===== src/rtl/modmul_pkg.sv =====
// Shared constants and FSM state type for the 256-bit modular multiplier and its result unloader.
// Latency: n/a (declarations only).
// Backpressure: n/a.
package modmul_pkg;

    localparam int DATA_W = 256;
    localparam int WORD_W = 32;
    localparam int NWORDS = DATA_W / WORD_W;
    localparam int IW     = $clog2(NWORDS);

    // Unloader FSM: IDLE presents nothing, SEND presents one word per handshake
    typedef enum logic [0:0] {
        IDLE = 1'b0,
        SEND = 1'b1
    } state_e;

endpackage


===== src/rtl/modmul_result_fifo.sv =====
// Synchronous result FIFO: DEPTH entries of DATA_W bits, combinational head, registered level.
// Latency: a push is visible at head/level on the cycle after the push edge.
// Backpressure: push while full is dropped unless a pop happens in the same cycle (then both occur).
module modmul_result_fifo #(
    parameter int DATA_W = 256,
    parameter int DEPTH  = 2
) (
    input  logic                     clock,
    input  logic                     reset,
    input  logic                     push_i,
    input  logic [DATA_W-1:0]        wdata_i,
    input  logic                     pop_i,
    output logic                     full_o,
    output logic                     empty_o,
    output logic [$clog2(DEPTH):0]   level_o,
    output logic [DATA_W-1:0]        head_o
);

    localparam int AW = $clog2(DEPTH);
    localparam logic [AW:0] FULL_LVL = (AW+1)'(DEPTH);

    logic [DATA_W-1:0] mem_q [DEPTH];
    logic [AW-1:0]     wr_ptr_q, wr_ptr_d;
    logic [AW-1:0]     rd_ptr_q, rd_ptr_d;
    logic [AW:0]       level_q, level_d;
    logic              push_ok;
    logic              pop_ok;

    assign full_o  = (level_q == FULL_LVL);
    assign empty_o = (level_q == '0);
    assign pop_ok  = pop_i && !empty_o;
    // A full FIFO still accepts a write when the head leaves in the same cycle
    assign push_ok = push_i && (!full_o || pop_ok);
    assign level_o = level_q;
    assign head_o  = mem_q[rd_ptr_q];

    // Pointer and occupancy next-state
    always_comb begin
        wr_ptr_d = wr_ptr_q;
        rd_ptr_d = rd_ptr_q;
        level_d  = level_q;
        if (push_ok) begin
            wr_ptr_d = wr_ptr_q + AW'(1);
        end
        if (pop_ok) begin
            rd_ptr_d = rd_ptr_q + AW'(1);
        end
        case ({push_ok, pop_ok})
            2'b10:   level_d = level_q + (AW+1)'(1);
            2'b01:   level_d = level_q - (AW+1)'(1);
            default: level_d = level_q;
        endcase
    end

    // Pointer and occupancy registers
    always_ff @(posedge clock or posedge reset) begin
        if (reset) begin
            wr_ptr_q <= '0;
            rd_ptr_q <= '0;
            level_q  <= '0;
        end else begin
            wr_ptr_q <= wr_ptr_d;
            rd_ptr_q <= rd_ptr_d;
            level_q  <= level_d;
        end
    end

    // Storage: data only, never read while empty so it needs no reset
    always_ff @(posedge clock) begin
        if (push_ok) begin
            mem_q[wr_ptr_q] <= wdata_i;
        end
    end

endmodule


===== src/rtl/modmul_result_unloader.sv =====
// Buffers modmul results and streams each as DATA_W/WORD_W words; MODMUL_UNLOAD_MSW_FIRST_EN selects MSW-first order.
// Latency: in_valid in cycle n -> level=1 in n+1 -> first word valid in n+2; one word per cycle, no bubble between results.
// Backpressure: out_ready stalls the word stream; input has none, so a push into a full buffer without a pop is dropped and sets sticky overflow.
module modmul_result_unloader #(
    parameter int DATA_W = modmul_pkg::DATA_W,
    parameter int WORD_W = modmul_pkg::WORD_W,
    parameter int DEPTH  = 2
) (
    input  logic                                  clock,
    input  logic                                  reset,
    input  logic                                  in_valid,
    input  logic [DATA_W-1:0]                     Q_in,
    output logic [WORD_W-1:0]                     out_data,
    output logic                                  out_valid,
    input  logic                                  out_ready,
    output logic                                  out_last,
    output logic [$clog2(DATA_W/WORD_W)-1:0]      out_index,
    output logic                                  busy,
    output logic                                  overflow,
    output logic [$clog2(DEPTH):0]                level
);

    import modmul_pkg::*;

    localparam int NW   = DATA_W / WORD_W;
    localparam int IDXW = $clog2(NW);
    localparam int LW   = $clog2(DEPTH) + 1;
    localparam logic [IDXW-1:0] LAST_IDX = IDXW'(NW - 1);

    state_e                    state_q, state_d;
    logic [IDXW-1:0]           idx_q, idx_d;
    logic                      overflow_q, overflow_d;
    logic [IDXW-1:0]           word_sel;
    logic                      fifo_full;
    logic                      fifo_empty;
    logic [LW-1:0]             fifo_level;
    logic [DATA_W-1:0]         fifo_head;
    logic [NW-1:0][WORD_W-1:0] head_words;
    logic                      send;
    logic                      hs;
    logic                      last_word;
    logic                      pop;

    assign send      = (state_q == SEND);
    assign hs        = send && out_ready;
    assign last_word = send && (idx_q == LAST_IDX);
    // The head leaves only when its final word is accepted
    assign pop       = hs && last_word;

    modmul_result_fifo #(
        .DATA_W (DATA_W),
        .DEPTH  (DEPTH)
    ) u_fifo (
        .clock   (clock),
        .reset   (reset),
        .push_i  (in_valid),
        .wdata_i (Q_in),
        .pop_i   (pop),
        .full_o  (fifo_full),
        .empty_o (fifo_empty),
        .level_o (fifo_level),
        .head_o  (fifo_head)
    );

    assign head_words = fifo_head;

`ifdef MODMUL_UNLOAD_MSW_FIRST_EN
    // Most-significant word first; out_index still counts up from 0
    assign word_sel = LAST_IDX - idx_q;
`else
    // Least-significant word first
    assign word_sel = idx_q;
`endif

    // Data is forced to zero outside SEND so an empty/reset buffer never shows stale storage
    assign out_data  = send ? head_words[word_sel] : '0;
    assign out_valid = send;
    assign out_last  = last_word;
    assign out_index = idx_q;
    assign busy      = !fifo_empty;
    assign level     = fifo_level;
    assign overflow  = overflow_q;

    // FSM and word counter next-state
    always_comb begin
        state_d = state_q;
        idx_d   = idx_q;
        case (state_q)
            IDLE: begin
                if (!fifo_empty) begin
                    state_d = SEND;
                end
            end
            SEND: begin
                if (hs) begin
                    if (last_word) begin
                        idx_d = '0;
                        // Keep streaming if an entry survives the pop, including one pushed this cycle
                        if ((fifo_level <= LW'(1)) && !in_valid) begin
                            state_d = IDLE;
                        end
                    end else begin
                        idx_d = idx_q + IDXW'(1);
                    end
                end
            end
            default: begin
                state_d = IDLE;
                idx_d   = '0;
            end
        endcase
    end

    // Sticky drop flag: a push that found the buffer full with no pop to make room
    always_comb begin
        overflow_d = overflow_q || (in_valid && fifo_full && !pop);
    end

    // Control registers
    always_ff @(posedge clock or posedge reset) begin
        if (reset) begin
            state_q    <= IDLE;
            idx_q      <= '0;
            overflow_q <= 1'b0;
        end else begin
            state_q    <= state_d;
            idx_q      <= idx_d;
            overflow_q <= overflow_d;
        end
    end

endmodule


===== config.mk =====
export PLATFORM = sky130hd
export DESIGN_NAME = modmul_result_unloader
export DESIGN_NICKNAME = d
export VERILOG_FILES = /design/src/rtl/modmul_pkg.sv /design/src/rtl/modmul_result_fifo.sv /design/src/rtl/modmul_result_unloader.sv
export SDC_FILE = /design/constraint.sdc
export NUM_CORES = 1
export LEC_CHECK = 0
export BUFFER_PORTS_ARGS = -buffer_cell sky130_fd_sc_hd__buf_4
export CORE_ASPECT_RATIO = 0.6
export CORE_MARGIN = 1.5
export CORE_UTILIZATION = 40
export DETAILED_ROUTE_END_ITERATION = 10
export PLACE_DENSITY = 0.67
export REMOVE_ABC_BUFFERS = 1
export SLEW_MARGIN = 15
export SYNTH_ARGS = -nofsm -noshare
export SYNTH_HDL_FRONTEND = slang
export SYNTH_SLANG_ARGS = --single-unit

===== constraint.sdc =====
create_clock -name clock -period 18.4 [get_ports clock]
set_clock_uncertainty 0.15 [all_clocks]
set_input_delay 2.76 -clock clock [delete_from_list [all_inputs] [get_ports clock]]
set_output_delay 2.76 -clock clock [all_outputs]
set_load 0.01 [all_outputs]

; ---- After elaboration in Yosys (flattened, before gate mapping)
; Memories as Yosys holds them, arrays and structs flattened.
; Cells that the tools add are included.
[totals]
ff_bits = 9
input_bits = 260
mem_bits_rw = 512
memories = 1
elab_cells = 48
out_inout_bits = 41
[memory_table]
columns = memory, depth, width, read_ports, rd_clocked_by_memory_dff, wr, line_no
row1 = u_fifo.mem_q, 2, 256, 1, 0, 1, modmul_result_fifo.sv:22  ; logic [DATA_W-1:0] mem_q [DEPTH];
[classes]
n_eq_ne = 4
bitwise = 1
reduce_logical = 17
n_lt_le_gt_ge = 2
addsub = 5
n_mux = 12
[ops]
columns = op, count
row1 = binary-select mux 32 bit (select 3 bit), 1
row2 = 2-to-1 mux 32 bit, 2
row3 = logical AND 1 bit, 8
row4 = 2-to-1 mux 1 bit, 6
row5 = equality test 2 bit (second input constant), 2
row6 = zero test 1 bit, 4
row7 = less-than comparator 3 x 4 -> 1 bit (second input constant), 1
row8 = case mux 2 bit (2 select lines), 1
row9 = adder 3 x 1 -> 3 bit (second input constant), 1
row10 = equality test 3 bit (second input constant), 1
row11 = 2-to-1 mux 3 bit, 1
row12 = adder 1 bit (second input constant), 2
row13 = adder 2 x 1 -> 2 bit (second input constant), 1
row14 = equality test 2 x 1 -> 1 bit (second input constant), 1
row15 = <= comparator 2 x 1 -> 1 bit (second input constant), 1
row16 = zero test 2 bit, 1
row17 = logical OR 1 bit, 2
row18 = case mux 1 bit (2 select lines), 1
row19 = AND reduction 2 bit, 1
row20 = nonzero test 2 bit, 1
row21 = subtractor 2 x 1 -> 2 bit (second input constant), 1
row22 = NOT 1 bit, 1

; ---- Depth between registers and ports, before layout
[logic_depth]
word_depth = 8
mapped_depth = 8
ltp_nobuf = 6

; ---- Hierarchy
; Synthesis repeated with hierarchy kept, for this count alone.
[unflattened]
cells_unflattened = 996
hier_area_um2 = 21994.8
[by_module_without_submodules]
columns = mod, cells_per_inst, instances, area_per_inst_um2, seq_area_each_um2
row1 = modmul_result_fifo, 822, 1, 19706.4, 15474.8
row2 = modmul_result_unloader, 174, 1, 2288.4, 125.1

; ---- Worst setup path before layout
; No wires, ideal clock.
[synth_timing]
kind = input -> register
startpoint = input out_ready
endpoint = memory u_fifo.mem_q[0][0] (enable)
arrival_ns = 14.609
slack_ns = 2.732
n_path_buf = 0
path_stages = 3
required_ns = 17.342
setup_time_ns = 0.908
cell_sequence = nand4b_1 -> a21boi_0 -> nor2b_1
[synth_between]
elab_chain_len = 7
[synth_lines]
columns = item, line_no
row1 = "start, declared", modmul_result_unloader.sv:15  ; input logic out_ready,
row2 = logical AND 1 bit, modmul_result_unloader.sv:45  ; assign hs = send && out_ready;
row3 = logical AND 1 bit, modmul_result_unloader.sv:48  ; assign pop = hs && last_word;
row4 = logical AND 1 bit, modmul_result_fifo.sv:31  ; assign pop_ok = pop_i && !empty_o;
row5 = logical OR 1 bit, modmul_result_fifo.sv:33  ; assign push_ok = push_i && (!full_o || pop_ok);
row6 = logical AND 1 bit, modmul_result_fifo.sv:33
row7 = 2-to-1 mux 1 bit, modmul_result_fifo.sv:70  ; if (push_ok) begin
row8 = 2-to-1 mux 1 bit (implied by the code), modmul_result_fifo.sv:71  ; mem_q[wr_ptr_q] <= wdata_i;
row9 = "end, declared", modmul_result_fifo.sv:22
; Every way passes these cells.

; ---- Worst setup path after layout
[layout_timing]
startpoint = register u_fifo.rd_ptr_q
endpoint = output out_data[9]
[layout_between]
elab_chain_len = 4
[layout_lines]
columns = item, line_no
row1 = "start, declared", modmul_result_fifo.sv:24  ; logic [AW-1:0] rd_ptr_q, rd_ptr_d;
row2 = "start signal, assigned", modmul_result_fifo.sv:63  ; rd_ptr_q <= rd_ptr_d;
row3 = memory (2 x 256 bit), n/a
row4 = binary-select mux 32 bit (select 3 bit), modmul_result_unloader.sv:76  ; assign out_data = send ? head_words[word_sel] : '0;
row5 = 2-to-1 mux 32 bit (implied by the code), modmul_result_unloader.sv:76
row6 = 2-to-1 mux 32 bit, modmul_result_unloader.sv:76
row7 = "end, declared", modmul_result_unloader.sv:13  ; output logic [WORD_W-1:0] out_data,
; Every way passes these cells. The select of a mux whose other input is x is not followed.

==> metrics.txt <==
Non-Filler Instances 2111; Worst path slowest cell dfrtp_4; register area share after synthesis approximately 77%; fin crit share 38.6%; Pins Over Slew Limit 0; worst-path cell chain buf_4, buf_4, mux2i_1, a22oi_1, nand2_1, o22ai_1, buf_4; DR vias/cell slightly above 5; compound-cell area share of the yosys netlist 6.21%; Mapped Area between 20000 and 25000 sq um; Syn Area/Cell between 15 and 20 sq um; Initial Utilization around two fifths; first-pass GRT wire length around 65000 microns; # port buffers 300; CP Depth 7; EDFF count, synth a little over 500; startpoint type of the worst setup path flip-flop; area of the multi-input gates about 4300 sq um; CP most frequent cell buf_4; Critical path buffers and inverters 3; GP Congestion between 0.7 and 0.8; ratio of cells with drive above 1 in the final layout 29.3%; f_max roughly 0.14 GHz; clock tree buffer depth 3; main combinational cell family by area after synthesis multiplexers; Static Leak 9.08 nW; sequential share of power 43.3%; wire per inst around 21 microns; clock share of power about 25%; largest cells by area after synthesis edfxtp_1 75%, mux2i_1 11%, a22oi_1 3.9%; Final Hold Viols 0; multiplexer share of the synthesized area between 10 and 15%; Crit Path Max Fanout between 50 and 60; CORE AREA about 50000 sq um; post-CTS sizing 0; Power Dens Cells around 160 nW/um^2; clock slew at reported path FFs roughly 0.060 ns; top cell type's share of synthesized area roughly three quarters; vias in the first global route 10821; First-pass DRT Iterations 5; via count between 10000 and 15000; Setup crit end kind output port; crit-path leading delay family buffers and inverters; Worst slew margin roughly a quarter; # H-tree levels 2; kind of critical path flip-flop to output port; setup TNS 0 ns; placed cells 2022; worst path required time between 15 and 20 ns; Post-CTS Setup Bufs 0; CTS Root Buffer Type clkbuf_16; Final ANT Viol Nets 0; P&R area growth vs syn 21.5%; Fin Hold WS between 0.3 and 0.4 ns; flops & latches, synth about 520; synth warn 0; Net Sw Frac around 32%; Post-Synth Adder-Cell Area less than 1%; Synth Area in XOR/XNOR 0.129%; Int Pwr around 0.0027 W; Worst Reg-to-Reg Cells 7; die area 52300 sq um; VDD IR max between 0.00008 and 0.00009 V; setup violators final 0; MaxCap Viol Count 0; post-synth cell types 37; Reg area 15600 sq um; largest net degree at the start of global routing 155; total of fill cells in the finished design roughly 4100; initial antenna violation count 2; Total Routing Usage GR between 10% and 20%; area leader, netlist edfxtp_1; unrepaired setup endpoints after global routing false; Post-Synthesis Cells between 1000 and 1500; Hold WC Path Type flip-flop to flip-flop; DRC viols 0; initial detailed-routing violation count approximately 750; clk_lat worst skew between 0.5 and 0.6 ns; Tightest Pin Transition 1.12 ns; hpwl dp ~28000 microns; Detailed Route WL approximately 45000 microns; min cycle time layout about 7.1 ns; Post-CTS Hold Buffers 0; grt ovf 0; Die W around 300 microns; CTS buffer count just under 50; CTS Sinks around 520; Switch Pwr 0.00128 W; Synth async-reset ratio under 10%; Tot Pwr approximately 0.004 W; Comb power frac between 30% and 40%; Top Ports between 300 and 400; Final nets approximately 1700; hold depth 1; Die Y roughly 180 microns; status finished clean; CTS tree built; Simple-Gate Fraction of Synth Area 1.58%; Worst Path Arrival around 4.2 ns; Synth Flop Type edfxtp_1; CP max stage delay 1.10 ns; Rows 63
## layout by cell type, fill, tap and decap left out, types with 2 or more instances in the layout
cell	Yosys	final
bufinv_16	0	4
xnor2_1	2	2
mux4_2	11	11
inv_1	6	6
o21ai_0	12	12
nand2b_1	3	2
ha_1	5	5
mux2i_1	234	234
nand2_1	58	57
clkinv_4	0	3
clkinv_1	0	9
o22ai_1	10	10
nor2_1	2	2
dfrtp_1	9	8
nand3_1	2	2
buf_4	12	314
clkbuf_16	0	51
a221oi_1	11	11
clkbuf_1	19	9
o22ai_2	11	11
clkinv_2	0	8
o21ai_1	13	13
nand4b_1	2	2
a22oi_1	106	106
edfxtp_1	512	512
inv_6	0	2
nor2b_4	0	3
## cell usage after synthesis, types with 5 or more instances
library cell,number
clkbuf_1,19
edfxtp_1,512
o21ai_0,12
a22oi_1,106
ha_1,5
inv_1,6
buf_4,12
buf_12,5
dfrtp_1,9
o21ai_1,13
buf_6,8
buf_2,13
mux2i_1,234
o22ai_1,10
o22ai_2,11
a221oi_1,11
nand2_1,58
mux4_2,11
## registers in the layout, indices dropped and copies added (netlist names)
signal           count
u_fifo.mem_q       512
overflow             1
out_index            3
u_fifo.wr_ptr_q      1
u_fifo.rd_ptr_q      1
out_valid            1
u_fifo.level_o       2
## worst paths after layout
kind,from,endpoint,slack [ns]
min reg2reg,overflow$_DFF_PP0_,overflow$_DFF_PP0_,0.34
max in group asynchronous,reset,u_fifo.rd_ptr_q$_DFFE_PP0N_,15.77
max reg2reg,out_index[1]$_DFFE_PP0P_,u_fifo.mem_q[0][97]$_DFFE_PP_,12.80
min in group asynchronous,reset,out_valid$_DFF_PP0_,2.02
min,overflow$_DFF_PP0_,overflow$_DFF_PP0_,0.34
max,u_fifo.rd_ptr_q$_DFFE_PP0N_,out_data[9],11.30
## power by group through the flow
stage | clock, W | combinational, W | sequential (W)
after floorplan | 0 | 0.000931 | 0.00190
after global placement | 0 | 0.00126 | 0.00174
after detailed placement | 0 | 0.00127 | 0.00175
after CTS | 0.00102 | 0.00128 | 0.00173
after global routing | 0.00106 | 0.00137 | 0.00175
final | 0.000989 | 0.00127 | 0.00173
## cells by family after synthesis
group	count (synthesis)
compound gates	169
mux	246
simple gates	75
fa+ha+maj	5
xor+xnor	3
buf+inv	69
flops	521
## per-layer routing
layer  wire length (microns)  track usage, %  part of all wire, %  vias up
met4                     570            3.31                  1.3        4
met1                   19800            23.2                   44     5398
met2                   21800            27.1                   48      305
met5                      24               0                0.053        -
met3                    3100            3.61                  6.8       56
li1                        -               -                    -     4985
## layout make-up
| class | count | share of cell area (%) |
|---|---|---|
| Sequential cell | 521 | 63.0 |
| Antenna cell | 1 | 0.0101 |
| Clock inverter | 27 | 0.991 |
| Clock buffer | 60 | 5.29 |
| Multi-Input combinational cell | 498 | 17.4 |
| Tap cell | 682 | 3.45 |
| Timing Repair Buffer | 316 | 9.71 |
| Inverter | 6 | 0.0910 |
## per-stage QoR
step / util, % / setup WS, ns / instance area (sq um)
2_1_floorplan: - / 2.73 / 19900
3_3_place_gp: 46.5 / 11.51 / 23200
3_5_place_dp: 46.5 / 11.46 / 23200
4_1_cts: 49.6 / 11.20 / 24700
5_1_grt: 49.7 / 11.03 / 24800
6_report: 49.7 / 11.30 / 24800
Note: power is estimated with default switching activity, not from simulation.
